==> src/rtl/fifo_byte_serializer_pkg.sv <==
// Shared types and helpers for the word-FIFO to byte-stream serializer.
package interconnect_pkg;

    typedef enum logic [1:0] {
        IDLE,
        FETCH,
        SEND
    } serializer_state_t;

    function automatic int unsigned calc_beats(input int unsigned data_width,
                                               input int unsigned byte_width);
        return data_width / byte_width;
    endfunction

    // A single-beat word still needs a 1-bit counter so the logic stays well-formed.
    function automatic int unsigned calc_cnt_width(input int unsigned beats);
        return (beats > 1) ? $clog2(beats) : 1;
    endfunction

endpackage

==> src/rtl/fifo_byte_serializer_if.sv <==
// FIFO read port plus valid/ready byte stream, grouped for the serializer.
interface fifo_byte_serializer_if #(
    parameter int unsigned DATA_WIDTH = 32,
    parameter int unsigned BYTE_WIDTH = 8
);

    logic [DATA_WIDTH-1:0] fifo_data_out;
    logic                  fifo_empty;
    logic                  fifo_read_enable;
    logic [BYTE_WIDTH-1:0] out_data;
    logic                  out_valid;
    logic                  out_ready;
    logic                  out_last;
    logic                  busy;

    modport master (
        input  fifo_data_out,
        input  fifo_empty,
        input  out_ready,
        output fifo_read_enable,
        output out_data,
        output out_valid,
        output out_last,
        output busy
    );

    modport slave (
        output fifo_data_out,
        output fifo_empty,
        output out_ready,
        input  fifo_read_enable,
        input  out_data,
        input  out_valid,
        input  out_last,
        input  busy
    );

endinterface

==> src/rtl/fifo_byte_serializer.sv <==
// Pops words from the interconnect FIFO and streams them out as valid/ready beats,
// flagging the final beat of each word.
module fifo_byte_serializer
    import interconnect_pkg::*;
#(
    parameter int unsigned DATA_WIDTH = 32,
    parameter int unsigned BYTE_WIDTH = 8,
    parameter bit          MSB_FIRST  = 1'b0
) (
    input logic                    clk,
    input logic                    rst,
    fifo_byte_serializer_if.master bus
);

    localparam int unsigned Beats = calc_beats(DATA_WIDTH, BYTE_WIDTH);
    localparam int unsigned CntW  = calc_cnt_width(Beats);
    localparam logic [CntW-1:0] LastCnt = CntW'(Beats - 1);

    serializer_state_t     state_q, state_d;
    logic [CntW-1:0]       cnt_q, cnt_d;
    logic [DATA_WIDTH-1:0] word_q, word_d;

    logic                  handshake;
    logic                  is_last;
    logic                  read_enable;
    logic [CntW-1:0]       beat_idx;
    logic [BYTE_WIDTH-1:0] beat_w [Beats];

    always_ff @(posedge clk) begin
        if (rst) begin
            state_q <= IDLE;
            cnt_q   <= '0;
            word_q  <= '0;
        end else begin
            state_q <= state_d;
            cnt_q   <= cnt_d;
            word_q  <= word_d;
        end
    end

    always_comb begin
        state_d   = state_q;
        cnt_d     = cnt_q;
        word_d    = word_q;
        is_last   = (cnt_q == LastCnt);
        handshake = (state_q == SEND) && bus.out_ready;
        // A new pop only when no word is held, or as the held word's last beat leaves.
        read_enable = !rst && !bus.fifo_empty &&
                      ((state_q == IDLE) || (handshake && is_last));

        unique case (state_q)
            IDLE: begin
                if (read_enable) begin
                    state_d = FETCH;
                end
            end
            FETCH: begin
                state_d = SEND;
                word_d  = bus.fifo_data_out;
                cnt_d   = '0;
            end
            SEND: begin
                if (handshake) begin
                    if (!is_last) begin
                        cnt_d = cnt_q + CntW'(1);
                    end else begin
                        state_d = read_enable ? FETCH : IDLE;
                    end
                end
            end
            default: state_d = IDLE;
        endcase
    end

    always_comb begin
        for (int unsigned i = 0; i < Beats; i++) begin
            beat_w[i] = word_q[i*BYTE_WIDTH +: BYTE_WIDTH];
        end
        beat_idx = MSB_FIRST ? (LastCnt - cnt_q) : cnt_q;
    end

    assign bus.fifo_read_enable = read_enable;
    assign bus.out_valid        = (state_q == SEND);
    assign bus.out_last         = (state_q == SEND) && is_last;
    assign bus.out_data         = beat_w[beat_idx];
    assign bus.busy             = (state_q != IDLE);

endmodule

==> src/flat_wrapper.sv <==
// flat-port wrapper written by rule: the top's interface ports become plain ports
module fifo_byte_serializer_flat import interconnect_pkg::*;
#(
    parameter int unsigned DATA_WIDTH = 32,
    parameter int unsigned BYTE_WIDTH = 8,
    parameter bit          MSB_FIRST  = 1'b0
)
  (clk, rst, bus_fifo_data_out, bus_fifo_empty, bus_out_ready, bus_fifo_read_enable, bus_out_data, bus_out_valid, bus_out_last, bus_busy);
  fifo_byte_serializer_if #(.DATA_WIDTH(DATA_WIDTH), .BYTE_WIDTH(BYTE_WIDTH)) bus_i ();
  input logic clk;
  input logic rst;
  input wire logic [$bits(bus_i.fifo_data_out)-1:0] bus_fifo_data_out;
  input wire logic [$bits(bus_i.fifo_empty)-1:0] bus_fifo_empty;
  input wire logic [$bits(bus_i.out_ready)-1:0] bus_out_ready;
  output wire logic [$bits(bus_i.fifo_read_enable)-1:0] bus_fifo_read_enable;
  output wire logic [$bits(bus_i.out_data)-1:0] bus_out_data;
  output wire logic [$bits(bus_i.out_valid)-1:0] bus_out_valid;
  output wire logic [$bits(bus_i.out_last)-1:0] bus_out_last;
  output wire logic [$bits(bus_i.busy)-1:0] bus_busy;
  assign bus_i.fifo_data_out = bus_fifo_data_out;
  assign bus_i.fifo_empty = bus_fifo_empty;
  assign bus_i.out_ready = bus_out_ready;
  assign bus_fifo_read_enable = bus_i.fifo_read_enable;
  assign bus_out_data = bus_i.out_data;
  assign bus_out_valid = bus_i.out_valid;
  assign bus_out_last = bus_i.out_last;
  assign bus_busy = bus_i.busy;
  fifo_byte_serializer #(.DATA_WIDTH(DATA_WIDTH), .BYTE_WIDTH(BYTE_WIDTH), .MSB_FIRST(MSB_FIRST)) u_core (.clk(clk), .rst(rst), .bus(bus_i));
endmodule
==> config.mk <==
export PLATFORM = sky130hd
export DESIGN_NAME = fifo_byte_serializer_flat
export DESIGN_NICKNAME = d
export VERILOG_FILES = /design/src/rtl/fifo_byte_serializer_pkg.sv /design/src/rtl/fifo_byte_serializer_if.sv /design/src/rtl/fifo_byte_serializer.sv /design/src/flat_wrapper.sv
export SDC_FILE = /design/constraint.sdc
export NUM_CORES = 1
export LEC_CHECK = 0
export ABC_AREA = 1
export BUFFER_PORTS_ARGS = -buffer_cell sky130_fd_sc_hd__buf_2
export CAP_MARGIN = 20
export CORE_MARGIN = 5
export CORE_UTILIZATION = 27
export CTS_BUF_LIST = sky130_fd_sc_hd__clkbuf_16
export DETAILED_ROUTE_END_ITERATION = 10
export HOLD_SLACK_MARGIN = 0.15
export SLEW_MARGIN = 20
export SYNTH_ARGS = -nofsm -noshare
export SYNTH_HDL_FRONTEND = slang
export SYNTH_SLANG_ARGS = --single-unit
==> constraint.sdc <==
create_clock -name clk -period 2.9 [get_ports clk]
set_clock_uncertainty 0.2 [all_clocks]
set_input_delay 0.145 -clock clk [delete_from_list [all_inputs] [get_ports clk]]
set_output_delay 0.145 -clock clk [all_outputs]
set_load 0.02 [all_outputs]
==> results.tsv, run 1 <==
metric	value	unit
dieArea	7170	um^2
synth_top_area_frac	0.479	
cp.arrival	2160	ps
wl_met3	212	um
dp_hpwl	2800	um
grt_pass1_wl	7290	um
io_buffers	47	
floorplan.initialDensity	0.275	
insertion_delay	280	ps
core	5470	um^2
gp_congestion	0.766	
utilization	0.422	
overflow	0	
period_share	0.758	
fmax	455	MHz
grt_start_max_net_pins	36	
drtIter0Drc	95	
viasPerCell	4.42	
p_comb_frac	0.145	
nNetsFinal	327	
top_layer_used	met4	
leakage	1.07	nW
numCtsBuffers	5	
report.final.slew_viol_count	0	
ys_seq_area_frac	0.479	
synth_common_cells	nor2_1, o21ai_0, dfxtp_1	
synth.distinct_cells	18	
fin_tns_setup	0	ps
syn-instance-count	211	
required	2860	ps
drc	0	
cts_tree	yes	
yosysTopAreaCell	dfxtp_1	
ys.flop_type	dfxtp_1	
synth-async-reset-ratio	0	
rsz0062_at_grt	false	
worstPathMaxFanout	19	
clkTransAtPathRegs	50	ps
dr.pass1.iters	4	
num_vias	1606	
cts.sinks	36	
yosysMostFrequentCell	nor2_1	
powerDensity	581	nW/um^2
wl_per_cell	12.0	um
power_frac_seq	0.413	
root_buffer	clkbuf_16	
area_growth	53.4	%
pin_count	48	
grtUsageTotal	0.125	
hold_depth	2	
cap_violations	0	
relSlewSlack	0.474	
m1WireLength	2030	um
rows	27	
ant_nets	0	
synth.cell_area	1510	um^2
synthTopCellsByArea	dfxtp_1, nor2_1, o21ai_0	
drt_wl_total	4360	um
setup.worst_path.class	reg -> reg	
syn-mean-instance-area	7.13	um^2
h-tree-depth	2	
report.final.setup_viol	0	
outcome	finished clean	
hold_viol	0	
p_int	1.02	mW
wl_met2	2090	um
synth_edf_count	0	
worstRegToRegCells	5	
clk_path_buf_depth	2	
critPathLaunchType	register	
die_x	84.7	um
cts_resized	0	
p_clk_frac	0.442	
hold_path_class	reg -> reg	
end_kind	register	
syn_nets	248	
grt_pass1_vias	1584	
final.min_clock_period	2200	ps
worstMarginPinSlew	787	ps
p_sw	0.318	mW
drive_gt1_frac	0.203	
switching_share	0.237	
ys_ff_latch	36	
diodes	0	
yosysWarnings	0	
ir_drop	0.248	mV
antenna_found_initial	0	
die_height	84.7	um
[what timing repair did]
| item | CTS | global route |
|---|---|---|
| setup buffers | 0 | 0 |
| endpoints found under the hold margin | 36 | 0 |
| setup endpoints to repair | 0 | 0 |
| hold buffers | 37 | 0 |
[placed cells by master (no fill, tap or decap)]
master,count
nor2_1,82
buf_2,47
o21ai_0,44
dlygate4sd3_1,37
dfxtp_1,36
o22ai_1,8
inv_1,6
o21ai_1,5
clkbuf_16,5
a21oi_1,4
nand3_1,4
inv_2,3
nand2_1,2
nor4_1,2
nor3_1,1
nor2_4,1
ha_1,1
bufinv_16,1
clkinv_2,1
buf_4,1
[kinds of logic after synthesis]
group,after synthesis,share of synthesized area
simple gates,92,0.242
compound gates,61,0.209
flops,36,0.479
buf+inv,21,0.0615
fa+ha+maj,1,0.00831
[state kept, by name, summed over array words and instances, names as in the netlist]
name,cells
u_core.word_q,32
u_core.state_q,2
u_core.beat_idx,2
[area by class of cell]
| cell class | count | area [um^2] |
|---|---|---|
| fill | 566 | 3160 |
| clock inverter | 3 | 38.8 |
| clock buffer | 5 | 125 |
| multi-input combinational | 154 | 692 |
| tap | 72 | 90.1 |
| sequential | 36 | 721 |
| timing repair buffer | 85 | 613 |
| inverter | 8 | 30.0 |
[metal layers]
layer  track usage  up-vias
li1              -      852
met1         0.165      720
met2         0.198       32
met3        0.0363        2
met4        0.0345        0
met5             0        -
[final timing paths]
path | slack [ps] | endpoint | startpoint
min | 290 | u_core.word_q[9] | u_core.word_q[9]
min reg2reg | 290 | u_core.word_q[9] | u_core.word_q[9]
max | 700 | u_core.state_q[1] | u_core.beat_idx[0]
max reg2reg | 700 | u_core.state_q[1] | u_core.beat_idx[0]
[per-stage QoR]
step	hold WS, ps	instance area (um^2)	worst slack (ps)	cells	total power, mW
global route	325	2310	512	363	1.40
global placement	130	1780	1120	318	0.721
finish	293	2310	702	363	1.34
CTS	293	2310	720	363	1.36
floorplan	14.1	1510	1370	211	0.661
detailed placement	135	1780	1070	318	0.721
[critical path: stages, from the launching register on]
cell and delay [ps]:
dfxtp_1 710, ha_1 300, inv_1 60, o21ai_0 150, a21oi_1 80, dlygate4sd3_1 580
[power groups by stage]
stage / Combinational, mW / Clock [mW] / Sequential, mW
5_1_grt: 0.220 / 0.620 / 0.558
4_1_cts: 0.198 / 0.608 / 0.554
2_1_floorplan: 0.105 / 0 / 0.556
3_5_place_dp: 0.157 / 0 / 0.564
3_3_place_gp: 0.156 / 0 / 0.565
6_report: 0.195 / 0.593 / 0.554
Power figures use the tool's default switching activity.
==> run 2: changes to the inputs <==
==> constraint.sdc (replaced) <==
create_clock -name clk -period 2 [get_ports clk]
set_clock_uncertainty 0.2 [all_clocks]
set_input_delay 0.1 -clock clk [delete_from_list [all_inputs] [get_ports clk]]
set_output_delay 0.1 -clock clk [all_outputs]
set_load 0.02 [all_outputs]
==> run 2 against run 1 <==
Register-to-register slack worse by 530 ps. Critical endpoint unchanged. Wire length down 0.21%. Sequential cell count unchanged. Power up 45%. Sequential share of layout area down 0.26 points. Highest routed layer unchanged. Via count up 2.4%. Non-clock buffer count up 3. Largest power group unchanged. Core utilization up 0.50 points. Die area unchanged. Global-route usage up 0.49 points.
==> results.tsv, run 2 (same netlist as run 1, synthesis figures left out) <==
metric	value	unit
grt_pass1_wl	7630	um
report.final.slew_viol_count	0	
fmax	549	MHz
insertion_delay	270	ps
drc	0	
drt_wl_total	4350	um
cts_tree	yes	
fin_tns_setup	0	ps
crit_family	buffers and inverters	
hold_end	u_core.word_q[7]	
largest-register	u_core.word_q	
dpl-instance-area	1800	um^2
report.final.setup_viol	0	
root_buffer	clkbuf_16	
overflow	0	
numCtsBuffers	5	
outcome	finished clean	
cp_slowest_stage_delay	570	ps
die_height	84.7	um
r2r_end	u_core.state_q[1]	
final_cell_mix	nor2_1, buf_2, o21ai_0, dlygate4sd3_1, dfxtp_1	
core	5470	um^2
dp_hpwl	2930	um
worstPathMaxFanout	5	
antenna_found_initial	0	
cts.sinks	36	
drive_gt1_frac	0.218	
dr.pass1.iters	4	
worstRegToRegCells	5	
dpl_worst_slack	436	ps
reg2reg_from	u_core.state_q[1]	
hold_depth	2	
largest_reg_flops	32	
powerDensity	834	nW/um^2
end_kind	register	
final_common_cell	nor2_1	
cp_cell_sequence	inv_1 > nor2_1 > o21ai_0 > a21oi_1 > dlygate4sd3_1	
ir_drop	0.338	mV
setup.worst_path.class	reg -> reg	
floorplan.initialDensity	0.275	
relSlewSlack	0.732	
num_vias	1644	
area_growth	55.3	%
clk_path_buf_depth	2	
final_area	2340	um^2
viasPerCell	4.49	
pin_count	48	
min_from	u_core.word_q[7]	
h-tree-depth	2	
dieArea	7170	um^2
rsz0062_at_grt	false	
critPathLaunchType	register	
hold_path_class	reg -> reg	
nNetsFinal	330	
drtIter0Drc	104	
io_buffers	47	
final.min_clock_period	1820	ps
hold_viol	0	
nFillCells	585	
leakage	1.09	nW
cp.arrival	1840	ps
grt_start_max_net_pins	36	
period_share	0.911	
die_x	84.7	um
required	2020	ps
wl_per_cell	11.9	um
grtUsageTotal	0.130	
reg2reg_slack	180	ps
grt_pass1_vias	1631	
rows	27	
diodes	0	
crit_slowest_cell	dlygate4sd3_1	
fin_ws	177	ps
gp_congestion	0.818	
path_buf_inv	2	
ant_nets	0	
worstMarginPinSlew	402	ps
whs	298	ps
cap_violations	0	
clkTransAtPathRegs	50	ps
## run 2: cell count changes in the layout (fill, tap and decap cells not counted)
cell and delta:
buf_4 +3, dfxtp_1 -2, dfxtp_2 +2, inv_2 -1
inv_4 +1
## run 2: timing repair
action,4_1_cts,5_1_grt
hold endpoints to repair,36,0
buffers inserted,0,0
setup endpoints to repair,0,2
hold buffers,37,0
resized for setup,0,4
## run 2: report_power, final
| part | switching, mW | total [mW] | leakage (nW) | internal, mW |
|---|---|---|---|---|
| logic | 0.154 | 0.290 | 0.710 | 0.137 |
| clock network | 0.276 | 0.856 | 0.0850 | 0.580 |
| registers | 0.0310 | 0.804 | 0.296 | 0.773 |
| total | 0.461 | 1.95 | 1.09 | 1.49 |
## run 2: worst register-to-register path, delay by kind of cell (launching register included)
kind / cells / cell delay (ps)
AO/OA/AOI/OAI: 2 / 280
flip-flops: 1 / 370
buffers and inverters: 2 / 670
AND/OR/NAND/NOR: 1 / 260
## run 2: layer usage
layer	GRT usage	part of all wire	vias to the layer above
met5	0	0	-
met4	0.0504	0.013	0
met3	0.0373	0.056	5
met2	0.199	0.45	38
met1	0.172	0.48	735
li1	-	-	866
## run 2: cell type report
type                       count  area, um^2  share of cell area
clock inverter                 3        38.8              0.0166
multi-input combinational    154         692               0.296
tap                           72        90.1              0.0385
sequential                    36         723               0.309
inverter                       8        32.5              0.0139
clock buffer                   5         125              0.0535
timing repair buffer          88         636               0.272
## run 2: metrics by stage
stage / std cells / utilization / total power [mW]
3_3_place_gp: 321 / 0.329 / 1.05
2_1_floorplan: 211 / - / 0.958
5_1_grt: 366 / 0.427 / 2.05
4_1_cts: 366 / 0.426 / 1.97
3_5_place_dp: 321 / 0.329 / 1.05
6_report: 366 / 0.427 / 1.95
## run 2: worst max-delay path by stage
stage	start	endpoint	slack (ps)	depth (start not counted)
2_1_floorplan	u_core.beat_idx[0]	bus_fifo_read_enable	510	3
3_3_place_gp	u_core.beat_idx[0]	bus_out_data[4]	520	4
3_5_place_dp	u_core.beat_idx[0]	bus_fifo_read_enable	440	4
4_1_cts	u_core.state_q[0]	u_core.state_q[1]	60	5
5_1_grt	u_core.state_q[1]	u_core.state_q[1]	100	5
6_report	u_core.state_q[1]	u_core.state_q[1]	180	5
==> run 3: changes to the inputs <==
--- a/config.mk
+++ b/config.mk
@@ -9,10 +9,11 @@
 export BUFFER_PORTS_ARGS = -buffer_cell sky130_fd_sc_hd__buf_2
 export CAP_MARGIN = 20
 export CORE_MARGIN = 5
-export CORE_UTILIZATION = 27
+export CORE_UTILIZATION = 45
 export CTS_BUF_LIST = sky130_fd_sc_hd__clkbuf_16
 export DETAILED_ROUTE_END_ITERATION = 10
 export HOLD_SLACK_MARGIN = 0.15
+export PLACE_DENSITY = 0.75
 export SLEW_MARGIN = 20
 export SYNTH_ARGS = -nofsm -noshare
 export SYNTH_HDL_FRONTEND = slang
==> constraint.sdc (replaced) <==
create_clock -name clk -period 1.6 [get_ports clk]
set_clock_uncertainty 0.2 [all_clocks]
set_input_delay 0.08 -clock clk [delete_from_list [all_inputs] [get_ports clk]]
set_output_delay 0.08 -clock clk [all_outputs]
set_load 0.02 [all_outputs]
==> run 3 against run 2 <==
Die area is 36% lower. Final cell count shrank 7.4%. Sequential cell count is the same. Wire length down 0.62%. Core utilization is 27 points higher. Power rose by 16%. Largest cell class unchanged.
==> results.tsv, run 3 (same netlist as run 1, synthesis figures left out) <==
metric	value	unit
numCtsBuffers	5	
overflow	0	
root_buffer	clkbuf_16	
grt_busiest_layer	met2	
nFillCells	278	
seq_area	728	um^2
p_int	1.70	mW
floorplan.initialDensity	0.458	
setup.worst_path.class	reg -> out	
period_share	0.983	
core	3280	um^2
grt_pass1_wl	6600	um
powerDensity	985	nW/um^2
relSlewSlack	0.631	
report.final.setup_viol	0	
utilization	0.701	
final_cells	339	
end_kind	output pin	
die_x	67.8	um
drt_wl_total	4320	um
ant_nets	0	
p_clk_frac	0.395	
p_comb_frac	0.162	
final_cell_mix	nor2_1, o21ai_0, buf_2, dlygate4sd3_1, dfxtp_1	
fmax	636	MHz
final_common_cell	nor2_1	
dr.pass1.iters	4	
outcome	finished clean	
nNetsFinal	330	
hold_viol	0	
drc	0	
cts.sinks	36	
met1_usage	0.218	
dieArea	4600	um^2
diodes	0	
final.min_clock_period	1570	ps
die_height	67.8	um
pin_count	48	
num_vias	1671	
worstPathMaxFanout	8	
insertion_delay	270	ps
wl_per_cell	12.7	um
io_buffers	47	
hold_path_class	reg -> reg	
fin_ws	26.5	ps
area_growth	53.0	%
power_frac_seq	0.443	
whs	302	ps
critPathLaunchType	register	
switching_share	0.251	
grt_pass1_vias	1539	
placed_cells	296	
largest-register	u_core.word_q	
clkTransAtPathRegs	50	ps
p_sw	0.571	mW
viasPerCell	4.93	
dpl_worst_slack	127	ps
drtIter0Drc	75	
grt_start_max_net_pins	36	
drive_gt1_frac	0.229	
final_area	2300	um^2
gp_congestion	0.799	
grtUsageTotal	0.191	
cts_tree	yes	
leakage	1.08	nW
rows	21	
dp_hpwl	2570	um
rsz0062_at_grt	true	
cp.arrival	1290	ps
cap_violations	0	
worstMarginPinSlew	552	ps
use_met2	0.334	
report.final.slew_viol_count	0	
required	1320	ps
antenna_found_initial	0	
clk_path_buf_depth	2	
dpl-instance-area	1770	um^2
h-tree-depth	2	
met3_usage	0.0509	
ir_drop	0.675	mV
multiInputGateArea	704	um^2
largest_reg_flops	32	
run 3: changes by cell type in the layout (fill, tap and decap cells not counted), sizes merged:
cell,change
buf,+2
dlygate4sd3,-2
bufinv,-1
run 3: layout make-up:
class                           instances  share of cell area
Sequential cell                        36               0.316
Multi-Input combinational cell        154               0.306
Timing Repair Buffer                   88               0.281
Clock buffer                            5              0.0543
Tap cell                               46              0.0250
Inverter                                8              0.0141
Clock inverter                          2             0.00380
run 3: routing by layer:
metal | share of wire | up-vias | wire length [um]
li1 | - | 866 | -
met1 | 0.44 | 747 | 1910
met2 | 0.48 | 50 | 2080
met3 | 0.060 | 8 | 260
met4 | 0.017 | 0 | 75
met5 | 0 | - | 0
run 3: per-stage QoR:
step	total power, mW	setup TNS [ps]
floorplan	1.20	0
global placement	1.31	0
detailed placement	1.31	0
CTS	2.26	0
global route	2.37	-62.6
finish	2.27	0
run 3: worst max-delay path, stage by stage, from the launching register on:
cell	delay, ps
dfxtp_4	410
ha_4	160
a21oi_1	70
nor4_1	160
buf_2	210
run 3: what timing repair did:
action	in CTS	in global routing
buffers inserted	0	1
hold endpoints to repair	36	0
hold buffers	35	0
endpoints found under the setup margin	10	10
gates resized for setup	4	11
run 3: final timing paths:
check                                   startpoint                    to  slack [ps]  cells past startpoint
worst max-delay path            u_core.beat_idx[0]  bus_fifo_read_enable          30                      4
worst min-delay path              u_core.word_q[9]      u_core.word_q[9]         300                      2
worst max register to register   u_core.state_q[0]    u_core.beat_idx[1]         150                      5
worst min register to register    u_core.word_q[9]      u_core.word_q[9]         300                      2
run 3: power groups by stage:
stage | sequential [mW] | clock, mW | combinational (mW)
3_3_place_gp | 1.02 | 0 | 0.285
6_report | 1.00 | 0.897 | 0.368
4_1_cts | 1.00 | 0.908 | 0.354
3_5_place_dp | 1.02 | 0 | 0.288
5_1_grt | 1.01 | 0.950 | 0.411
2_1_floorplan | 1.01 | 0 | 0.190
